$ cat src/rtl/tx_buf_pkg.sv
// Shared definitions for the TX frame buffer: geometry, header layout, FSM
// encoding and the byte-length to qword-count helper used by writer and reader.
package tx_buf_pkg;

    localparam int BUF_DEPTH   = 512;
    localparam int ADDR_W      = 9;
    localparam int PTR_W       = 10;
    localparam int DATA_W      = 64;
    localparam int HDR_LEN_MSB = 63;
    localparam int HDR_LEN_LSB = 32;
    // Wide enough for the qword count of a 65535-byte length (8192) plus one.
    localparam int QW_W        = 14;

    typedef enum logic [2:0] {
        ST_IDLE,
        ST_CALC,
        ST_SPACE,
        ST_HDR,
        ST_DATA,
        ST_COMMIT,
        ST_DROP
    } tx_state_e;

    function automatic logic [QW_W-1:0] len_to_qwords(input logic [15:0] len);
        return {1'b0, len[15:3]} + {{(QW_W-1){1'b0}}, (len[2:0] != 3'd0)};
    endfunction

    function automatic logic [DATA_W-1:0] make_header(input logic [15:0] len);
        logic [DATA_W-1:0] hdr;
        hdr = '0;
        hdr[HDR_LEN_MSB:HDR_LEN_LSB] = {16'd0, len};
        return hdr;
    endfunction

endpackage

$ cat src/rtl/tx_buffer_fill.sv
// Writes one Ethernet frame at a time into the TX frame buffer as a header
// qword plus payload qwords, and publishes it to the reader only once complete.
module tx_buffer_fill
    import tx_buf_pkg::*;
#(
    parameter int MAX_FRAME_BYTES = 1520
) (
    input  logic              clk,
    input  logic              reset_n,
    input  logic              frm_req,
    input  logic [15:0]       frm_len,
    output logic              frm_ack,
    input  logic [DATA_W-1:0] data_in,
    input  logic              data_valid,
    output logic              data_ready,
    output logic              wr_en,
    output logic [ADDR_W-1:0] wr_addr,
    output logic [DATA_W-1:0] wr_data,
    output logic [PTR_W-1:0]  commited_wr_addr,
    input  logic [PTR_W-1:0]  commited_rd_addr,
    output logic [31:0]       frames_written,
    output logic [31:0]       frames_dropped
);

    tx_state_e         state_q, state_d;
    logic [15:0]       len_q, len_d;
    logic [QW_W-1:0]   nq_q, nq_d;
    logic [QW_W-1:0]   need_q, need_d;
    logic [QW_W-1:0]   beat_cnt_q, beat_cnt_d;
    logic [PTR_W-1:0]  wr_ptr_q, wr_ptr_d;
    logic [PTR_W-1:0]  cwr_q, cwr_d;
    logic              ack_q, ack_d;
    logic              wr_en_q, wr_en_d;
    logic [ADDR_W-1:0] wr_addr_q, wr_addr_d;
    logic [DATA_W-1:0] wr_data_q, wr_data_d;
    logic [31:0]       written_q, written_d;
    logic [31:0]       dropped_q, dropped_d;

    logic [PTR_W-1:0]  occ;
    logic [PTR_W:0]    free_words;
    logic              space_ok;
    logic              beat_fire;
    logic              last_beat;

    // Occupancy is measured against our own uncommitted pointer so space
    // already claimed by the frame in flight is never handed out twice.
    assign occ        = wr_ptr_q - commited_rd_addr;
    assign free_words = (PTR_W+1)'(BUF_DEPTH) - {1'b0, occ};
    assign space_ok   = {{(QW_W-PTR_W-1){1'b0}}, free_words} >= need_q;
    assign data_ready = (state_q == ST_DATA) || (state_q == ST_DROP);
    assign beat_fire  = data_valid && data_ready;
    assign last_beat  = (beat_cnt_q == nq_q - QW_W'(1));

    always_comb begin
        state_d    = state_q;
        len_d      = len_q;
        nq_d       = nq_q;
        need_d     = need_q;
        beat_cnt_d = beat_cnt_q;
        wr_ptr_d   = wr_ptr_q;
        cwr_d      = cwr_q;
        ack_d      = 1'b0;
        wr_en_d    = 1'b0;
        wr_addr_d  = wr_addr_q;
        wr_data_d  = wr_data_q;
        written_d  = written_q;
        dropped_d  = dropped_q;

        unique case (state_q)
            ST_IDLE: begin
                if (frm_req) begin
                    ack_d   = 1'b1;
                    len_d   = frm_len;
                    state_d = ST_CALC;
                end
            end
            ST_CALC: begin
                nq_d       = len_to_qwords(len_q);
                need_d     = len_to_qwords(len_q) + QW_W'(1);
                beat_cnt_d = '0;
                if (len_q == 16'd0) begin
                    dropped_d = dropped_q + 32'd1;
                    state_d   = ST_IDLE;
                end else if (len_q > 16'(MAX_FRAME_BYTES)) begin
                    state_d = ST_DROP;
                end else begin
                    state_d = ST_SPACE;
                end
            end
            ST_SPACE: begin
                if (space_ok) begin
                    state_d = ST_HDR;
                end
            end
            ST_HDR: begin
                wr_en_d   = 1'b1;
                wr_addr_d = wr_ptr_q[ADDR_W-1:0];
                wr_data_d = make_header(len_q);
                wr_ptr_d  = wr_ptr_q + PTR_W'(1);
                state_d   = ST_DATA;
            end
            ST_DATA: begin
                if (beat_fire) begin
                    wr_en_d    = 1'b1;
                    wr_addr_d  = wr_ptr_q[ADDR_W-1:0];
                    wr_data_d  = data_in;
                    wr_ptr_d   = wr_ptr_q + PTR_W'(1);
                    beat_cnt_d = beat_cnt_q + QW_W'(1);
                    if (last_beat) begin
                        state_d = ST_COMMIT;
                    end
                end
            end
            // The last payload write is strobed this cycle, so the pointer
            // becomes visible to the reader only after memory holds it.
            ST_COMMIT: begin
                cwr_d     = wr_ptr_q;
                written_d = written_q + 32'd1;
                state_d   = ST_IDLE;
            end
            ST_DROP: begin
                if (beat_fire) begin
                    beat_cnt_d = beat_cnt_q + QW_W'(1);
                    if (last_beat) begin
                        dropped_d = dropped_q + 32'd1;
                        state_d   = ST_IDLE;
                    end
                end
            end
            default: state_d = ST_IDLE;
        endcase
    end

    always_ff @(posedge clk or negedge reset_n) begin
        if (!reset_n) begin
            state_q    <= ST_IDLE;
            beat_cnt_q <= '0;
            wr_ptr_q   <= '0;
            cwr_q      <= '0;
            ack_q      <= 1'b0;
            wr_en_q    <= 1'b0;
            wr_addr_q  <= '0;
            wr_data_q  <= '0;
            written_q  <= '0;
            dropped_q  <= '0;
        end else begin
            state_q    <= state_d;
            beat_cnt_q <= beat_cnt_d;
            wr_ptr_q   <= wr_ptr_d;
            cwr_q      <= cwr_d;
            ack_q      <= ack_d;
            wr_en_q    <= wr_en_d;
            wr_addr_q  <= wr_addr_d;
            wr_data_q  <= wr_data_d;
            written_q  <= written_d;
            dropped_q  <= dropped_d;
        end
    end

    // Length bookkeeping is always rewritten before use, so it needs no reset.
    always_ff @(posedge clk) begin
        len_q  <= len_d;
        nq_q   <= nq_d;
        need_q <= need_d;
    end

    assign frm_ack          = ack_q;
    assign wr_en            = wr_en_q;
    assign wr_addr          = wr_addr_q;
    assign wr_data          = wr_data_q;
    assign commited_wr_addr = cwr_q;
    assign frames_written   = written_q;
    assign frames_dropped   = dropped_q;

endmodule
$ cat config.mk
export PLATFORM = sky130hd
export DESIGN_NAME = tx_buffer_fill
export DESIGN_NICKNAME = d
export VERILOG_FILES = /design/src/rtl/tx_buf_pkg.sv /design/src/rtl/tx_buffer_fill.sv
export SDC_FILE = /design/constraint.sdc
export NUM_CORES = 1
export LEC_CHECK = 0
export CORE_ASPECT_RATIO = 1.1
export CORE_MARGIN = 2
export CORE_UTILIZATION = 45
export CTS_CLUSTER_SIZE = 28
export DETAILED_ROUTE_END_ITERATION = 10
export HOLD_SLACK_MARGIN = 0.02
export PLACE_DENSITY_LB_ADDON = 0.2
export RECOVER_POWER = 50
export SYNTH_ARGS = -nofsm -noshare
export SYNTH_HDL_FRONTEND = slang
export SYNTH_SLANG_ARGS = --single-unit
$ cat constraint.sdc
create_clock -name clk -period 4.9 [get_ports clk]
set_input_delay 0.98 -clock clk [delete_from_list [all_inputs] [get_ports clk]]
set_output_delay 0.98 -clock clk [all_outputs]
set_load 0.01 [all_outputs]
=== After elaboration in Yosys (flattened, before gate mapping) ===
Index checks and enable logic that the tools add are counted.

* Reduce and logical (&&, ||, !) cells: 14
* $lt $le $gt $ge: 2
* Add/sub/neg operators: 9
* Eq/ne operators: 15
* Mux-type cells: 25

{| class="wikitable"
|+ Operators by type and width
! cell !! count
|-
| 64-bit one-hot mux with 2 select lines || 1
|-
| 32-bit 2-to-1 mux || 3
|-
| 32-bit by 1-bit adder with 32-bit output, second input constant || 2
|-
| 64-bit 2-to-1 mux || 1
|-
| 32-bit one-hot mux with 2 select lines || 1
|-
| 14-bit by 1-bit adder with 14-bit output, second input constant || 2
|-
| 14-bit one-hot mux with 2 select lines || 1
|-
| 3-bit 2-to-1 mux || 8
|-
| 10-bit one-hot mux with 2 select lines || 1
|-
| 3-bit one-hot mux with 6 select lines || 1
|-
| 9-bit one-hot mux with 2 select lines || 1
|-
| 16-bit by 11-bit greater-than comparator with 1-bit output, second input constant || 1
|-
| 16-bit zero test || 1
|-
| 13-bit by 1-bit adder with 14-bit output || 1
|-
| 14-bit equality test || 1
|-
| 11-bit by 14-bit >= comparator with 1-bit output || 1
|-
| 14-bit 2-to-1 mux || 1
|-
| 2-bit inequality test, second input constant || 7
|-
| 14-bit by 1-bit subtractor with 14-bit output, second input constant || 1
|-
| 10-bit by 10-bit subtractor with 11-bit output, first input constant || 1
|-
| 10-bit by 1-bit adder with 10-bit output, second input constant || 1
|-
| 10-bit 2-to-1 mux || 1
|-
| 10-bit subtractor || 1
|-
| 3-bit equality test, second input constant || 3
|-
| other kinds (15) || 22
|}

* Bits in registers: 220
* Word-level logic and storage cells: 78
* Input bits: 94

=== Longest topological paths before layout ===
* Word-level depth: 5
* Depth in mapped cells: 17
* Gate-level depth less buffers: 17

=== Worst setup path after synthesis ===
OpenSTA, ideal clock, no wires.

* Kind: input to register
* Start point: in commited_rd_addr[0]
* End point: reg state_q[0]
* Path slack: 0.942 ns
* Buffers on the path: 0
* Data arrival time: 3.838 ns
* Stages: 16
* Required time: 4.780 ns
* Library setup time: 0.120 ns
* Cells stage by stage: ha_1 fa_1 nor2b_1 o21ai_0 a21boi_0 nor2_1 or3_1 and2_1 ha_1 a21oi_1 nor2b_1 o31ai_1 a21oi_1 o211ai_1 nand2_1 a31o_2

* Word-level cells in the longest chain between the ends: 5

{| class="wikitable"
|+ Ends and longest elaborated chain
! item !! RTL line !! text
|-
| from (decl) || tx_buffer_fill.sv:20 || <nowiki>input logic [PTR_W-1:0] commited_rd_addr,</nowiki>
|-
| 10-bit subtractor || tx_buffer_fill.sv:47 || <nowiki>assign occ = wr_ptr_q - commited_rd_addr;</nowiki>
|-
| 10-bit by 10-bit subtractor with 11-bit output || tx_buffer_fill.sv:48 || <nowiki>assign free_words = (PTR_W+1)'(BUF_DEPTH) - {1'b0, occ};</nowiki>
|-
| 11-bit by 14-bit >= comparator with 1-bit output || tx_buffer_fill.sv:49 || <nowiki>assign space_ok = {{(QW_W-PTR_W-1){1'b0}}, free_words} >= need_q;</nowiki>
|-
| 2-bit inequality test (no source line) || - ||
|-
| 6-bit AND reduction (no source line) || - ||
|-
| to (signal assigned) || tx_buffer_fill.sv:147 || <nowiki>state_q <= state_d;</nowiki>
|-
| to (decl) || tx_buffer_fill.sv:25 || <nowiki>tx_state_e state_q, state_d;</nowiki>
|}

No other way between the ends.
A chain may end at the register's enable or synchronous reset.

=== Final worst setup path ===
* Start point: reg state_q[2]
* End point: reg beat_cnt_q[13]

* Word-level cells in the longest chain between the ends: 5

{| class="wikitable"
|+ Ends and longest elaborated chain
! item !! RTL line !! text
|-
| 3-bit equality test || tx_buffer_fill.sv:50, tx_buffer_fill.sv:69 ||
|-
| 1-bit logical OR || tx_buffer_fill.sv:50 || <nowiki>assign data_ready = (state_q == ST_DATA) || (state_q == ST_DROP);</nowiki>
|-
| 1-bit logical AND || tx_buffer_fill.sv:51 || <nowiki>assign beat_fire = data_valid && data_ready;</nowiki>
|-
| 2-bit by 1-bit inequality test with 1-bit output (no source line) || - ||
|-
| 2-bit AND reduction (no source line) || - ||
|-
| to (signal assigned) || tx_buffer_fill.sv:148 || <nowiki>beat_cnt_q <= beat_cnt_d;</nowiki>
|-
| to (decl) || tx_buffer_fill.sv:29 || <nowiki>logic [QW_W-1:0] beat_cnt_q, beat_cnt_d;</nowiki>
|}

Parallel ways exist; a longest one is shown, timed or not.

==> run summary <==
The fraction of final layout cells sized beyond drive strength 1 came out at 0.0547. The worst setup path is captured at a flop. Of the total synthesized cell area, the portion taken by XOR and XNOR cells is 0.0985.

The maximum clock path buffer count is 3. The via-per-instance ratio is roughly 5.3. The final weighted congestion in routability-driven placement came out at about 0.77. Setup repair after global routing left no endpoint under its margin. The areal power density over the cells is 290 mW/mm².

The total area of multi-input combinational cells came out at roughly 0.0045 mm². The count of hold-fix buffers inserted at cts is 0. Of all nets on the critical path, the largest fanout is 39.

The checks that failed: capacitance limit, slew limit. The fraction of the mapped netlist area in adder cells is 0.0362. Synthesis handed over a netlist of roughly 970 instances.

The number of distinct library cells after synthesis came out at a little under 60. In this run the clock root is driven by a clkbuf_16. The worst setup path is launched from a flop. Cell internal power was estimated by the tool at roughly 0.0032 W. The number of hold-slack violations in the final timing report came out at 0.

The die area came out at around 0.025 mm². The most used flip-flop cell after synthesis is dfrtp_1. The post-synthesis instance area came out at between 0.01 and 0.015 mm². The final cell count without fillers is 1528.

The total via count after detailed routing came out at roughly 8100. In this run, placement finished with an instance count of between 1000 and 1500. The number of storage elements in the synthesis netlist came out at 220. The maximum clock frequency is approximately 240 MHz. The portion of netlist area occupied by mux cells came out at 0.0239.

The die width came out at 150 µm. In the finished design, the share of the clock period the worst path needs comes to 0.859. The aggregate negative setup slack is 0 ns. The async set-or-reset flop fraction in the synthesized netlist is 0.800.

The initial cell density of the core is 0.460. By area, the combinational part of the netlist is dominated by simple AND/OR/NAND/NOR gates. The via count of the first global-routing pass came to 7804.

The global-route wire length before repair is 41300 µm. The initial antenna violation count was 4. Of the synthesized area, sequential elements account for 0.541.

The sum of routed wire length over all layers came out at about 26000 µm. The final core utilization is 0.616. The relative contribution of sequential cells to total power is 0.465. The overall routing resource usage came out at 0.208. The final-layout worst hold slack came out at 0.460 ns. The final setup skew is between 0.015 and 0.02 ns. The portion of total power attributed to the clock network came out at 0.484. The number of buffers inserted during clock tree synthesis came out at 24. The peak supply drop is approximately 0.21 mV.

The total nets after synthesis came out at roughly 1100. In this run the count of I/O pins placed on the die edge is around 240. Measured against its own limit, the worst slew margin works out to -0.549. TritonCTS built the clock tree.

Of the total power, the share spent switching nets is 0.211. The analysis attributes to cell leakage a power of between 6 and 7 nW. Compared with the post-synthesis result, the final layout area differs by 33.9%. The critical path in this run is classified as flop to flop. The area of the core region came out at ~0.023 mm².

The worst hold-check path type is flop to flop. The quantity of gates resized following cts came out at 0. At the pin with the least slew margin, the transition time is 2.32 ns. The combinational share of power came out at 0.051. The post-synthesis compound-gate area fraction is 0.101. The average wire per cell in the routed design is roughly 17 µm.

The insertion delay to the later sink of the worst-skew pair is 0.52 ns. The area fraction in and, or, nand and nor cells after synthesis came out at 0.168. The max capacitance violation total is 2.

The data required time of the critical path came out at around 5.3 ns. The remaining number of nets flagged by the antenna check after routing is 0. The number of buffer cells added on primary ports is approximately 240. The Yosys step of the flow raised 0 warnings. The number of flops mapped to enable cells by yosys came out at 44. The sequential cell area in the final layout came out at 0.00573 mm². Entering global routing, the biggest net connects between 90 and 100 pins. The final-report max-slew violation count is between 100 and 150.

The library cell used most frequently in the layout, excluding fill and tap cells, is clkdlybuf4s50_1. The final-report setup violation count is 0. The run finished, with violations left. Row generation in the floorplan step produced 58 rows.

The layout net count came out at 1331. The count of filler cells inserted in the layout is 1901. The first TritonRoute pass finished after 4 iterations. For this run, design rule violations remaining after detail routing come to 0.

The detailed placement HPWL is between 15000 and 20000 µm. The clock edge transition at the registers on the reported setup and hold paths came out at about 0.07 ns. The first routing iteration left approximately 400 violations. Each instance of the synthesized netlist takes up on average approximately 11 µm².

The count of H-tree levels built during CTS is 1. The total grt overflow came out at 0. The chip height came out at roughly 160 µm. The worst path needs about 4.2 ns of the cycle, external delays included. For this design, the sink count on the clock tree is 220. The library cells used most frequently in the layout, excluding fill and tap cells, are 211 x clkdlybuf4s50_1, 176 x dfrtp_1, 130 x nand2_1. The buffer count from post-CTS setup fixing came out at 0. The switching power summed over all nets came out at between 0.0008 and 0.0009 W. Data arrives at the worst endpoint at about 4.6 ns.
==> synth_stat cells, types with 3 or more instances <==
library cell / count / share of area
inv_1: 42 / 0.015
a211o_1: 5 / 0.0041
xnor2_1: 77 / 0.064
or2_2: 4 / 0.0024
xor2_1: 42 / 0.035
nor3_2: 4 / 0.0038
clkbuf_1: 31 / 0.011
dfrtp_1: 176 / 0.42
nand4_1: 25 / 0.015
nor2_1: 44 / 0.016
a31oi_1: 6 / 0.0035
o22ai_1: 3 / 0.0018
a21boi_0: 3 / 0.0021
nand2b_1: 5 / 0.0030
edfxtp_1: 44 / 0.12
a22o_1: 49 / 0.041
nand2_1: 130 / 0.046
o21ai_0: 40 / 0.019
a31o_2: 5 / 0.0041
and3_1: 20 / 0.012
and2_1: 11 / 0.0065
nor4_1: 6 / 0.0035
a21o_1: 4 / 0.0028
o211ai_1: 4 / 0.0028
nor3_1: 16 / 0.0076
and2_0: 3 / 0.0018
or3_1: 9 / 0.0053
nand3_1: 37 / 0.018
and4_1: 11 / 0.0091
ha_1: 29 / 0.034
mux2i_1: 23 / 0.022
a21oi_1: 14 / 0.0066
nor2b_1: 9 / 0.0053
nand3b_1: 5 / 0.0035
buf_1: 4 / 0.0014
==> path summary, 6_finish.rpt <==
check | start | endpoint | slack [ns] | depth (start not counted)
max in group asynchronous | reset_n | frames_dropped[25]$_DFFE_PN0P_ | 2.33 | 2
worst max-delay path | state_q[2]$_DFFE_PN0P_ | beat_cnt_q[13]$_DFFE_PN0P_ | 0.69 | 9
min in group asynchronous | reset_n | commited_wr_addr[6]$_DFFE_PN0N_ | 1.12 | 1
worst max register to register | state_q[2]$_DFFE_PN0P_ | beat_cnt_q[13]$_DFFE_PN0P_ | 0.69 | 9
worst min register to register | wr_addr[5]$_DFFE_PN0P_ | wr_addr[5]$_DFFE_PN0P_ | 0.46 | 2
worst min-delay path | wr_addr[5]$_DFFE_PN0P_ | wr_addr[5]$_DFFE_PN0P_ | 0.46 | 2
==> registers in the layout, summed over array words and instances, names as in the netlist <==
signal / count
wr_ptr_q: 10
nq_q: 14
frm_ack: 1
wr_data: 64
frames_written: 32
wr_en: 1
commited_wr_addr: 10
len_q: 16
frames_dropped: 32
need_q: 14
state_q: 3
beat_cnt_q: 14
wr_addr: 9
==> metal layers <==
layer / track usage / wire, µm
met1: 0.283 / 11400
met2: 0.337 / 12400
met3: 0.0470 / 1700
met4: 0.0583 / 614
met5: 0 / 7
==> worst max-delay path, cell delays in order (launching register included) <==
cell and delay (ns):
dfrtp_1 0.49, inv_1 0.24, nand2_1 0.10, or2_2 0.31
inv_1 0.06, clkbuf_1 1.40, nor2_1 0.39, or3_1 0.58
or3_1 0.38, a21oi_1 0.15
==> per-stage QoR <==
stage	setup slack [ns]	total power, W	cell area, µm²
after floorplan	0.942	0.00203	10600
final	0.690	0.00410	14200
after CTS	0.677	0.00415	14200
after global routing	0.374	0.00427	14200
after detailed placement	0.141	0.00216	13300
after global placement	0.252	0.00215	13300
==> power groups by stage <==
| stage | Sequential (W) | Clock (W) | Combinational, W |
|---|---|---|---|
| floorplan | 0.00194 | 0 | 0.0000901 |
| global placement | 0.00194 | 0 | 0.000210 |
| detailed placement | 0.00194 | 0 | 0.000216 |
| CTS | 0.00191 | 0.00203 | 0.000217 |
| global route | 0.00191 | 0.00212 | 0.000238 |
| finish | 0.00191 | 0.00198 | 0.000210 |
==> cell families (layout without fill, tap and decap cells) <==
group	Yosys count	count (layout)
AND/OR/NAND/NOR	349	349
other	0	3
adder cells (fa/ha/maj)	30	30
multiplexers	25	25
AO/OA/AOI/OAI	147	147
buffers and inverters	82	335
flip-flops	220	220
XOR/XNOR	119	119
==> layout make-up <==
type,instances,area share
diodes,3,0.000530
clock inverters,15,0.0144
flip-flops and latches,220,0.404
inverters,42,0.0111
clock buffers,29,0.0474
multi-input cells,670,0.321
well taps,300,0.0265
repair buffers,249,0.175
No activity file was read; power rests on OpenSTA's default activity.
